===== src/rtl/layer_ram_reader_pkg.sv =====
// Shared widths and FSM encoding for the layer_ram port-B read engine.
package layer_ram_reader_pkg;

    localparam int ADDR_W_DEF = 19;
    localparam int DATA_W_DEF = 16;
    localparam int LEN_W_DEF  = 20;

    typedef enum logic [1:0] {
        IDLE  = 2'd0,
        RUN   = 2'd1,
        DRAIN = 2'd2
    } rd_state_e;

endpackage


===== src/rtl/layer_ram_reader_if.sv =====
// Valid/ready word stream from the layer_ram reader to downstream compute.
interface layer_ram_reader_if
    import layer_ram_reader_pkg::*;
#(
    parameter int DW = DATA_W_DEF
);
    logic [DW-1:0] m_data;
    logic          m_valid;
    logic          m_ready;
    logic          m_last;

    modport master (output m_data, output m_valid, output m_last, input m_ready);
    modport slave  (input m_data, input m_valid, input m_last, output m_ready);
endinterface


===== src/rtl/layer_ram_reader_fifo.sv =====
// First-word-fall-through FIFO: the head word sits on dout_o whenever !empty_o.
module sync_fifo_fwft #(
    parameter int DEPTH = 4,
    parameter int WIDTH = 16
) (
    input  logic                     clk,
    input  logic                     rst_n,
    input  logic                     push_i,
    input  logic [WIDTH-1:0]         din_i,
    input  logic                     pop_i,
    output logic [WIDTH-1:0]         dout_o,
    output logic [$clog2(DEPTH):0]   count_o,
    output logic                     full_o,
    output logic                     empty_o
);
    localparam int PW = $clog2(DEPTH);
    localparam logic [PW:0] DEPTH_C = (PW+1)'(DEPTH);

    logic [DEPTH-1:0][WIDTH-1:0] mem_q;
    logic [PW-1:0]               wr_ptr_q, rd_ptr_q;
    logic [PW:0]                 count_q;

    // Pointers wrap naturally because DEPTH is a power of two.
    always_ff @(posedge clk or negedge rst_n) begin
        if (!rst_n) begin
            mem_q    <= '0;
            wr_ptr_q <= '0;
            rd_ptr_q <= '0;
            count_q  <= '0;
        end else begin
            if (push_i) begin
                mem_q[wr_ptr_q] <= din_i;
                wr_ptr_q        <= wr_ptr_q + 1'b1;
            end
            if (pop_i) rd_ptr_q <= rd_ptr_q + 1'b1;
            if (push_i && !pop_i)      count_q <= count_q + 1'b1;
            else if (!push_i && pop_i) count_q <= count_q - 1'b1;
        end
    end

    assign dout_o  = mem_q[rd_ptr_q];
    assign count_o = count_q;
    assign full_o  = (count_q == DEPTH_C);
    assign empty_o = (count_q == '0);

endmodule


===== src/rtl/layer_ram_reader.sv =====
// Streams a contiguous block of layer_ram words out of port B, hiding RAM latency
// behind a credit-limited FWFT buffer so downstream backpressure never drops data.
module layer_ram_reader
    import layer_ram_reader_pkg::*;
#(
    parameter int ADDR_WIDTH   = ADDR_W_DEF,
    parameter int DATA_WIDTH   = DATA_W_DEF,
    parameter int LEN_WIDTH    = LEN_W_DEF,
    parameter int READ_LATENCY = 1,
    parameter int FIFO_DEPTH   = 4
) (
    input  logic                  clk,
    input  logic                  rst_n,
    input  logic                  start,
    input  logic [ADDR_WIDTH-1:0] base_addr,
    input  logic [LEN_WIDTH-1:0]  length,
    output logic                  busy,
    output logic                  done,
    output logic                  enb,
    output logic [ADDR_WIDTH-1:0] addrb,
    input  logic [DATA_WIDTH-1:0] doutb,
    layer_ram_reader_if.master    m
);
    localparam int CW = $clog2(FIFO_DEPTH);
    localparam logic [CW+1:0] DEPTH_C = (CW+2)'(FIFO_DEPTH);

    rd_state_e               state_q;
    logic                    enb_q, busy_q, done_q;
    logic [ADDR_WIDTH-1:0]   addr_q;
    logic [LEN_WIDTH-1:0]    len_q, issued_q, beat_q;
    logic [CW:0]             inflight_q;
    logic [READ_LATENCY-1:0] vld_pipe_q;

    logic                    push, pop, issue, credit_ok, last_beat;
    logic                    fifo_full, fifo_empty;
    logic [CW:0]             fifo_cnt;
    logic [CW+1:0]           used;
    logic [DATA_WIDTH-1:0]   fifo_dout;

    assign push      = vld_pipe_q[READ_LATENCY-1];
    assign pop       = !fifo_empty && m.m_ready;
    assign last_beat = (beat_q == len_q - 1'b1);

    // Credit uses the post-pop occupancy; a same-edge push just moves a read
    // from in-flight into the FIFO, so it cancels out.
    assign used      = {1'b0, fifo_cnt} + {1'b0, inflight_q} - {{(CW+1){1'b0}}, pop};
    assign credit_ok = (used < DEPTH_C);

    always_comb begin
        issue = 1'b0;
        case (state_q)
            IDLE:    issue = start && (length != '0);
            RUN:     issue = (issued_q != len_q) && credit_ok;
            default: issue = 1'b0;
        endcase
    end

    always_ff @(posedge clk or negedge rst_n) begin
        if (!rst_n) begin
            state_q    <= IDLE;
            enb_q      <= 1'b0;
            busy_q     <= 1'b0;
            done_q     <= 1'b0;
            addr_q     <= '0;
            len_q      <= '0;
            issued_q   <= '0;
            beat_q     <= '0;
            inflight_q <= '0;
            vld_pipe_q <= '0;
        end else begin
            enb_q         <= issue;
            done_q        <= 1'b0;
            vld_pipe_q[0] <= enb_q;
            for (int i = 1; i < READ_LATENCY; i++) vld_pipe_q[i] <= vld_pipe_q[i-1];
            inflight_q <= inflight_q + {{CW{1'b0}}, issue} - {{CW{1'b0}}, push};
            if (pop) beat_q <= beat_q + 1'b1;

            case (state_q)
                IDLE: begin
                    if (start) begin
                        if (length == '0) begin
                            done_q <= 1'b1;
                        end else begin
                            state_q  <= RUN;
                            busy_q   <= 1'b1;
                            addr_q   <= base_addr;
                            len_q    <= length;
                            issued_q <= {{(LEN_WIDTH-1){1'b0}}, 1'b1};
                            beat_q   <= '0;
                        end
                    end
                end
                RUN: begin
                    if (issue) begin
                        addr_q   <= addr_q + 1'b1;
                        issued_q <= issued_q + 1'b1;
                    end else if (issued_q == len_q) begin
                        state_q <= DRAIN;
                    end
                end
                DRAIN: begin
                    // Accepting the last beat implies the FIFO and read pipe are empty.
                    if (pop && last_beat) begin
                        state_q <= IDLE;
                        busy_q  <= 1'b0;
                        done_q  <= 1'b1;
                    end
                end
                default: state_q <= IDLE;
            endcase
        end
    end

    sync_fifo_fwft #(
        .DEPTH (FIFO_DEPTH),
        .WIDTH (DATA_WIDTH)
    ) u_fifo (
        .clk     (clk),
        .rst_n   (rst_n),
        .push_i  (push),
        .din_i   (doutb),
        .pop_i   (pop),
        .dout_o  (fifo_dout),
        .count_o (fifo_cnt),
        .full_o  (fifo_full),
        .empty_o (fifo_empty)
    );

    assign busy      = busy_q;
    assign done      = done_q;
    assign enb       = enb_q;
    assign addrb     = addr_q;
    assign m.m_valid = !fifo_empty;
    assign m.m_data  = fifo_dout;
    assign m.m_last  = !fifo_empty && last_beat;

    a_no_overflow: assert property (@(posedge clk) disable iff (!rst_n)
        !(push && fifo_full && !pop));

endmodule


===== src/flat_wrapper.sv =====
// flat-port wrapper written by rule: the top's interface ports become plain ports
module layer_ram_reader_flat import layer_ram_reader_pkg::*;
#(
    parameter int ADDR_WIDTH   = ADDR_W_DEF,
    parameter int DATA_WIDTH   = DATA_W_DEF,
    parameter int LEN_WIDTH    = LEN_W_DEF,
    parameter int READ_LATENCY = 1,
    parameter int FIFO_DEPTH   = 4
)
  (clk, rst_n, start, base_addr, length, busy, done, enb, addrb, doutb, m_m_data, m_m_valid, m_m_last, m_m_ready);
  layer_ram_reader_if #(.DW((16))) m_i ();
  input  logic clk;
  input  logic rst_n;
  input  logic start;
  input  logic [ADDR_WIDTH-1:0] base_addr;
  input  logic [LEN_WIDTH-1:0] length;
  output logic busy;
  output logic done;
  output logic enb;
  output logic [ADDR_WIDTH-1:0] addrb;
  input  logic [DATA_WIDTH-1:0] doutb;
  output wire logic [$bits(m_i.m_data)-1:0] m_m_data;
  output wire logic [$bits(m_i.m_valid)-1:0] m_m_valid;
  output wire logic [$bits(m_i.m_last)-1:0] m_m_last;
  input wire logic [$bits(m_i.m_ready)-1:0] m_m_ready;
  assign m_m_data = m_i.m_data;
  assign m_m_valid = m_i.m_valid;
  assign m_m_last = m_i.m_last;
  assign m_i.m_ready = m_m_ready;
  layer_ram_reader #(.ADDR_WIDTH(ADDR_WIDTH), .DATA_WIDTH(DATA_WIDTH), .LEN_WIDTH(LEN_WIDTH), .READ_LATENCY(READ_LATENCY), .FIFO_DEPTH(FIFO_DEPTH)) u_core (.clk(clk), .rst_n(rst_n), .start(start), .base_addr(base_addr), .length(length), .busy(busy), .done(done), .enb(enb), .addrb(addrb), .doutb(doutb), .m(m_i));
endmodule

===== config.mk =====
export PLATFORM = sky130hd
export DESIGN_NAME = layer_ram_reader_flat
export DESIGN_NICKNAME = d
export VERILOG_FILES = /design/src/rtl/layer_ram_reader_pkg.sv /design/src/rtl/layer_ram_reader_if.sv /design/src/rtl/layer_ram_reader_fifo.sv /design/src/rtl/layer_ram_reader.sv /design/src/flat_wrapper.sv
export SDC_FILE = /design/constraint.sdc
export NUM_CORES = 1
export LEC_CHECK = 0
export BUFFER_PORTS_ARGS = -buffer_cell sky130_fd_sc_hd__buf_2
export CAP_MARGIN = 20
export CORE_UTILIZATION = 53
export CTS_CLUSTER_SIZE = 8
export DETAILED_ROUTE_END_ITERATION = 8
export PLACE_DENSITY_LB_ADDON = 0.15
export SYNTH_ARGS = -nofsm -noshare
export SYNTH_HDL_FRONTEND = slang
export SYNTH_SLANG_ARGS = --single-unit

===== constraint.sdc =====
create_clock -name clk -period 7.8 [get_ports clk]
set_input_delay 0.78 -clock clk [delete_from_list [all_inputs] [get_ports clk]]
set_output_delay 0.78 -clock clk [all_outputs]
set_load 0.005 [all_outputs]

# ---- Word level (Yosys, flattened, before mapping)
# Index checks and enable logic that the tools add are counted.
# W data, S select, Z words.
dict set report totals {
  ff_bits 159
  in_bits 59
  word_cells 101
}
dict set report op_classes {
  add_sub_neg 12
  order_cmp 4
  eq_ne 11
  n_mux 34
  bitwise_logic 1
  reduce_logical 22
}
# op n
set ops {}
lappend ops {{$mux W20} 7}
lappend ops {{$bwmux W64} 1}
lappend ops {{$mux W19} 3}
lappend ops {{$add A20 B1 Y20 const B} 2}
lappend ops {{$eq A20 B20 Y1} 2}
lappend ops {{$pmux W20 S2} 1}
lappend ops {{$pmux W19 S2} 1}
lappend ops {{$bmux W16 S2} 1}
lappend ops {{$demux W16 S2} 1}
lappend ops {{$mux W16} 2}
lappend ops {{$logic_not A20 Y1} 1}
lappend ops {{$ne A20 B20 Y1} 1}
lappend ops {{$reduce_bool A20 Y1} 1}
lappend ops {{$sub A20 B1 Y20 const B} 1}
lappend ops {{$add A19 B1 Y19 const B} 1}
lappend ops {{$mux W2} 5}
lappend ops {{$logic_and A1 B1 Y1} 8}
lappend ops {{$reduce_and A4 Y1} 2}
lappend ops {{$lt A2 B3 Y1 const B} 2}
lappend ops {{$mux W1} 6}
lappend ops {{$mux W3} 2}
lappend ops {{$ne A2 B1 Y1 const B} 3}
lappend ops {{$ne A2 B2 Y1 const B} 3}
lappend ops {{$pmux W1 S2} 3}
lappend ops {{19 further kinds} 24}

# ---- Longest topological paths before layout
dict set report logic_depth {
  word_depth 9
  ltp_mapped 18
  ltp_nobuf 15
}

# ---- By module
# Synthesis repeated with hierarchy kept, for this count alone.
dict set report hier_totals {
  cells_unflattened 779
  area_unflattened_um2 8748.4
}
# module n_inst cells_per_inst area_per_inst_um2
set by_module_without_submodules {}
lappend by_module_without_submodules {layer_ram_reader 1 592 5381.4}
lappend by_module_without_submodules {sync_fifo_fwft 1 187 3367.0}

# ---- Worst setup path before layout
# OpenSTA, ideal clock, no wires.
dict set report synth_timing {
  path_type {input-to-reg}
  start {input port m_m_ready}
  end {register u_core.inflight_q[2]}
  arrival_ns 4.074
  t_required_ns 7.720
  setup_slack_ns 3.646
  stages 18
  n_path_buf 3
  path_cell_list {o31a_1 buf_2 ha_1 inv_1 ha_1 nand2_1 nor2_1 or4_1 a221oi_2 nor2_1 inv_1 buf_2 buf_1 ha_1 inv_1 fa_1 xnor2_1 xnor2_1}
}
dict set report synth_between {
  elab_chain_len 7
}
# element line
set synth_rtl {}
lappend synth_rtl {{from (decl)} flat_wrapper.sv:25} ;# input wire logic [$bits(m_i.m_ready)-1:0] m_m_ready;
lappend synth_rtl {{$logic_and A1 B1 Y1} layer_ram_reader.sv:41} ;# assign pop = !fifo_empty && m.m_ready;
lappend synth_rtl {{$sub A4 B1 Y4} layer_ram_reader.sv:46} ;# assign used = {1'b0, fifo_cnt} + {1'b0, inflight_q} - {{(CW+1){1'b0}}, pop};
lappend synth_rtl {{$lt A4 B3 Y1} layer_ram_reader.sv:47} ;# assign credit_ok = (used < DEPTH_C);
lappend synth_rtl {{$logic_and A1 B1 Y1} layer_ram_reader.sv:53} ;# RUN: issue = (issued_q != len_q) && credit_ok;
lappend synth_rtl {{$pmux W1 S2} layer_ram_reader.sv:51} ;# case (state_q)
lappend synth_rtl {{via u_core.issue} layer_ram_reader.sv:34} ;# logic push, pop, issue, credit_ok, last_beat;
lappend synth_rtl {{$add A3 B1 Y3} layer_ram_reader.sv:75} ;# inflight_q <= inflight_q + {{CW{1'b0}}, issue} - {{CW{1'b0}}, push};
lappend synth_rtl {{$sub A3 B1 Y3} layer_ram_reader.sv:75}
lappend synth_rtl {{to (signal assigned)} layer_ram_reader.sv:75}
lappend synth_rtl {{to (decl)} layer_ram_reader.sv:31} ;# logic [CW:0] inflight_q;
# The timed path passes the listed nets, and every way through them passes these cells.
# A chain may end at the register's enable or synchronous reset.

# ---- Final worst setup path
dict set report layout_timing {
  start {register u_core.u_fifo.count_q[0], in the netlist u_core.u_fifo.count_o[0]}
  end {register u_core.inflight_q[2]}
}
dict set report layout_between {
  elab_chain_len 9
}
# element line
set layout_rtl {}
lappend layout_rtl {{from (decl)} layer_ram_reader_fifo.sv:21} ;# logic [PW:0] count_q;
lappend layout_rtl {{from (signal assigned)} layer_ram_reader_fifo.sv:36} ;# if (push_i && !pop_i) count_q <= count_q + 1'b1;
lappend layout_rtl {{from (signal assigned)} layer_ram_reader_fifo.sv:37} ;# else if (!push_i && pop_i) count_q <= count_q - 1'b1;
lappend layout_rtl {{branches (longest 3 deep; another with $add A3 B3 Y4)} -}
lappend layout_rtl {{$sub A4 B1 Y4 *} layer_ram_reader.sv:46}
lappend layout_rtl {{$lt A4 B3 Y1 *} layer_ram_reader.sv:47}
lappend layout_rtl {{$logic_and A1 B1 Y1 *} layer_ram_reader.sv:53}
lappend layout_rtl {{$pmux W1 S2 *} layer_ram_reader.sv:51}
lappend layout_rtl {{$add A3 B1 Y3 *} layer_ram_reader.sv:75}
lappend layout_rtl {{$sub A3 B1 Y3 *} layer_ram_reader.sv:75}
# Mark *: on every way between the ends.

==> metrics.cfg <==
[final_layout]
final_common_cell = dfrtp_1
nFillCells = 1257
drive_above_1_share = 0.2760
syn_to_final_growth_pct = 14.56
final_cell_mix = dfrtp_1 (159), buf_2 (97), mux2_2 (81), nand2_1 (67), nor2_1 (59)
final_nets = 934
post-route-util = 0.6279
antenna_cells = 0

[cts]
htreeDepth = 4
numCtsBuffers = 17
ctsLongestPathBuffers = 2
cts_tree = yes
ctsRootBufferMaster = clkbuf_16
worst_skew_pair.late_latency_ns = 0.42
cts.repair.resized = 0
cts_setup_buffers = 0
hold_buffers = 0
clock_sinks = 159
cts.clk_slew.worst_paths_ns = 0.06

[floorplan]
core-area_mm2 = 0.01531
rows = 45
die-area_mm2 = 0.01634
io_pins = 99
die_w_um = 127.8
start_util = 0.5480
die_y_um = 127.8

[worst_setup_path]
path_class = reg -> reg
start_kind = flip-flop
critical-path-top-delay-family = adder cells
worstPathMaxFanout = 31
required_ns = 8.14
cpPeakStageDelay_ns = 0.49
cp.arrival_ns = 4.49
path_buf_inv = 5
crit_chain = o31a_1, ha_1, inv_1, ha_1, nand2_1, nor2_1, or4_1, a221oi_2, buf_4, nor2_1, inv_1, buf_4, ha_1, inv_1, fa_1, xnor2_1, xnor2_1
cp_slowest_cell = or4_1
critPathCaptureType = flip-flop

[timing]
max-slew-margin-rel = 0.4012
final.min_clock_period_ns = 4.150
worstMarginPinSlew_ns = 0.8960
rsz0062_at_grt = false
final_hold_viol_count = 0
tns_ns = 0
holdWs_ns = 0.3850
skew_ns = 0.006615
period_share = 0.5321
clock.fmax_ghz = 0.2410
slew_viol_final = 0
setup_viol_count_final = 0

[grt]
globalRouteTotalUtil = 0.2488
grt_pass1_vias = 6271
grt_max_degree = 94
grt_overflow_total = 0
grt_first_pass_wirelength_mm = 31.64
antenna_found_initial = 0

[yosys]
synth_compound_area_frac = 0.07841
synth_edf_count = 0
syn_inst = 776
syn-mean-instance-area_um2 = 10.82
async_reset_ff_frac = 1.000
synthXorXnorAreaFrac = 0.08244
synthesis.nets = 853
synth_cell_types = 56
ys.flop_type = dfrtp_1
muxShareOfSynthArea = 0.1552
seq_area_frac_synth = 0.4741
synth_adder_area_share = 0.02862
ys_seq_elements = 159
synth-simple-area-share = 0.1486
synth_top_family_by_area = multiplexers
synthesis.area_mm2 = 0.008393
yosysWarningCount = 0

[detailed_routing]
first_pass_iters = 5
wl_per_cell_um = 17.54
routed_via_density = 5.822
wl_met2_mm = 9.007
antenna_left = 0
drc = 0
routed_wl_mm = 18.89
drt_iter0_drc = 313
vias = 6270
wl_met1_mm = 8.640
top_layer_used = met4
met3_wirelength_mm = 1.006

[run]
maxCapViolCount = 0

[pwr]
cellPowerDensity_mw_per_mm2 = 223.7
irDropWorstVdd_mv = 0.1631
p_leak_nw = 4.249

[worst_hold_path]
hp-class = reg -> reg

[place]
gp_congestion = 0.8537
hpwl_mm = 13.22
port_buffers = 98

[status]
run_status = finished clean

==> where the power goes <==
part,switching (W),internal [W],total (W)
registers,0.0000710,0.000872,0.000943
clock network,0.000310,0.000522,0.000831
logic,0.000170,0.000207,0.000377
==> per-stage QoR <==
stage	total power, W	worst slack, ns	instances	instance area, um2
6_report	0.002151	3.650	1077	9615
5_1_grt	0.002254	3.342	1077	9615
4_1_cts	0.002176	3.630	1076	9600
3_5_place_dp	0.001337	3.317	1048	9017
3_3_place_gp	0.001321	3.448	1048	9017
2_1_floorplan	0.001191	3.646	776	8393
==> cell usage after synthesis (4+ instances only) <==
cell type | instances | area (um2)
buf_2 | 9 | 45.04
mux2_2 | 81 | 912.1
nand3_1 | 25 | 125.1
mux4_2 | 16 | 360.4
inv_1 | 24 | 90.09
o211ai_1 | 4 | 30.03
nor4_1 | 7 | 43.79
o31ai_1 | 4 | 30.03
a221o_1 | 4 | 40.04
clkbuf_1 | 29 | 108.9
or4_1 | 6 | 45.04
dfrtp_1 | 159 | 3979
a21oi_1 | 36 | 180.2
o21ai_0 | 29 | 145.1
nor2_1 | 61 | 229.0
xnor2_1 | 47 | 411.6
o22ai_1 | 6 | 37.54
or3_1 | 10 | 62.56
nor3_1 | 11 | 55.05
ha_1 | 16 | 200.2
a31oi_1 | 7 | 43.79
xor2_1 | 32 | 280.3
and2_1 | 4 | 25.02
and3_1 | 11 | 68.82
nand4_1 | 21 | 131.4
nand2_1 | 67 | 251.5
==> sequential cells by signal, summed over array words and instances (netlist names), 2 cells and up <==
name	flops
u_core.addrb	19
u_core.beat_q	20
u_core.inflight_q	3
u_core.issued_q	20
u_core.len_q	20
u_core.state_q	2
u_core.u_fifo.count_o	3
u_core.u_fifo.mem_q	64
u_core.u_fifo.rd_ptr_q	2
u_core.u_fifo.wr_ptr_q	2
==> path summary, 6_finish.rpt <==
path,start,to,slack (ns),depth (start not counted)
min in group asynchronous,rst_n,u_core.len_q[18],0.45,1
max in group asynchronous,rst_n,u_core.u_fifo.mem_q[40],6.01,2
hold reg to reg,u_core.enb,u_core.push,0.39,0
setup / recovery,u_core.u_fifo.count_o[0],u_core.inflight_q[2],3.65,17
setup reg to reg,u_core.u_fifo.count_o[0],u_core.inflight_q[2],3.65,17
hold / removal,u_core.enb,u_core.push,0.39,0
==> cell type report <==
class	count	area, um2	area share
Tap cell	211	264.0	0.02746
Clock buffer	22	474.2	0.04932
Timing Repair Buffer	104	549.3	0.05712
Multi-Input combinational cell	551	4150	0.4316
Inverter	24	90.09	0.009369
Clock inverter	6	108.9	0.01132
Sequential cell	159	3979	0.4138
==> logic make-up (layout without fill, tap and decap cells) <==
logic type,after synthesis,count (layout)
simple gates,248,248
fa+ha+maj,18,18
flops,159,159
xor+xnor,79,79
mux,100,100
buf+inv,66,156
compound gates,106,106
==> metal layers <==
metal	up-vias	GRT usage
met4	0	0.07128
met1	3152	0.3411
met2	171	0.4003
met3	18	0.05342
met5	-	0
li1	2929	-
(Power assumes the default switching activity.)
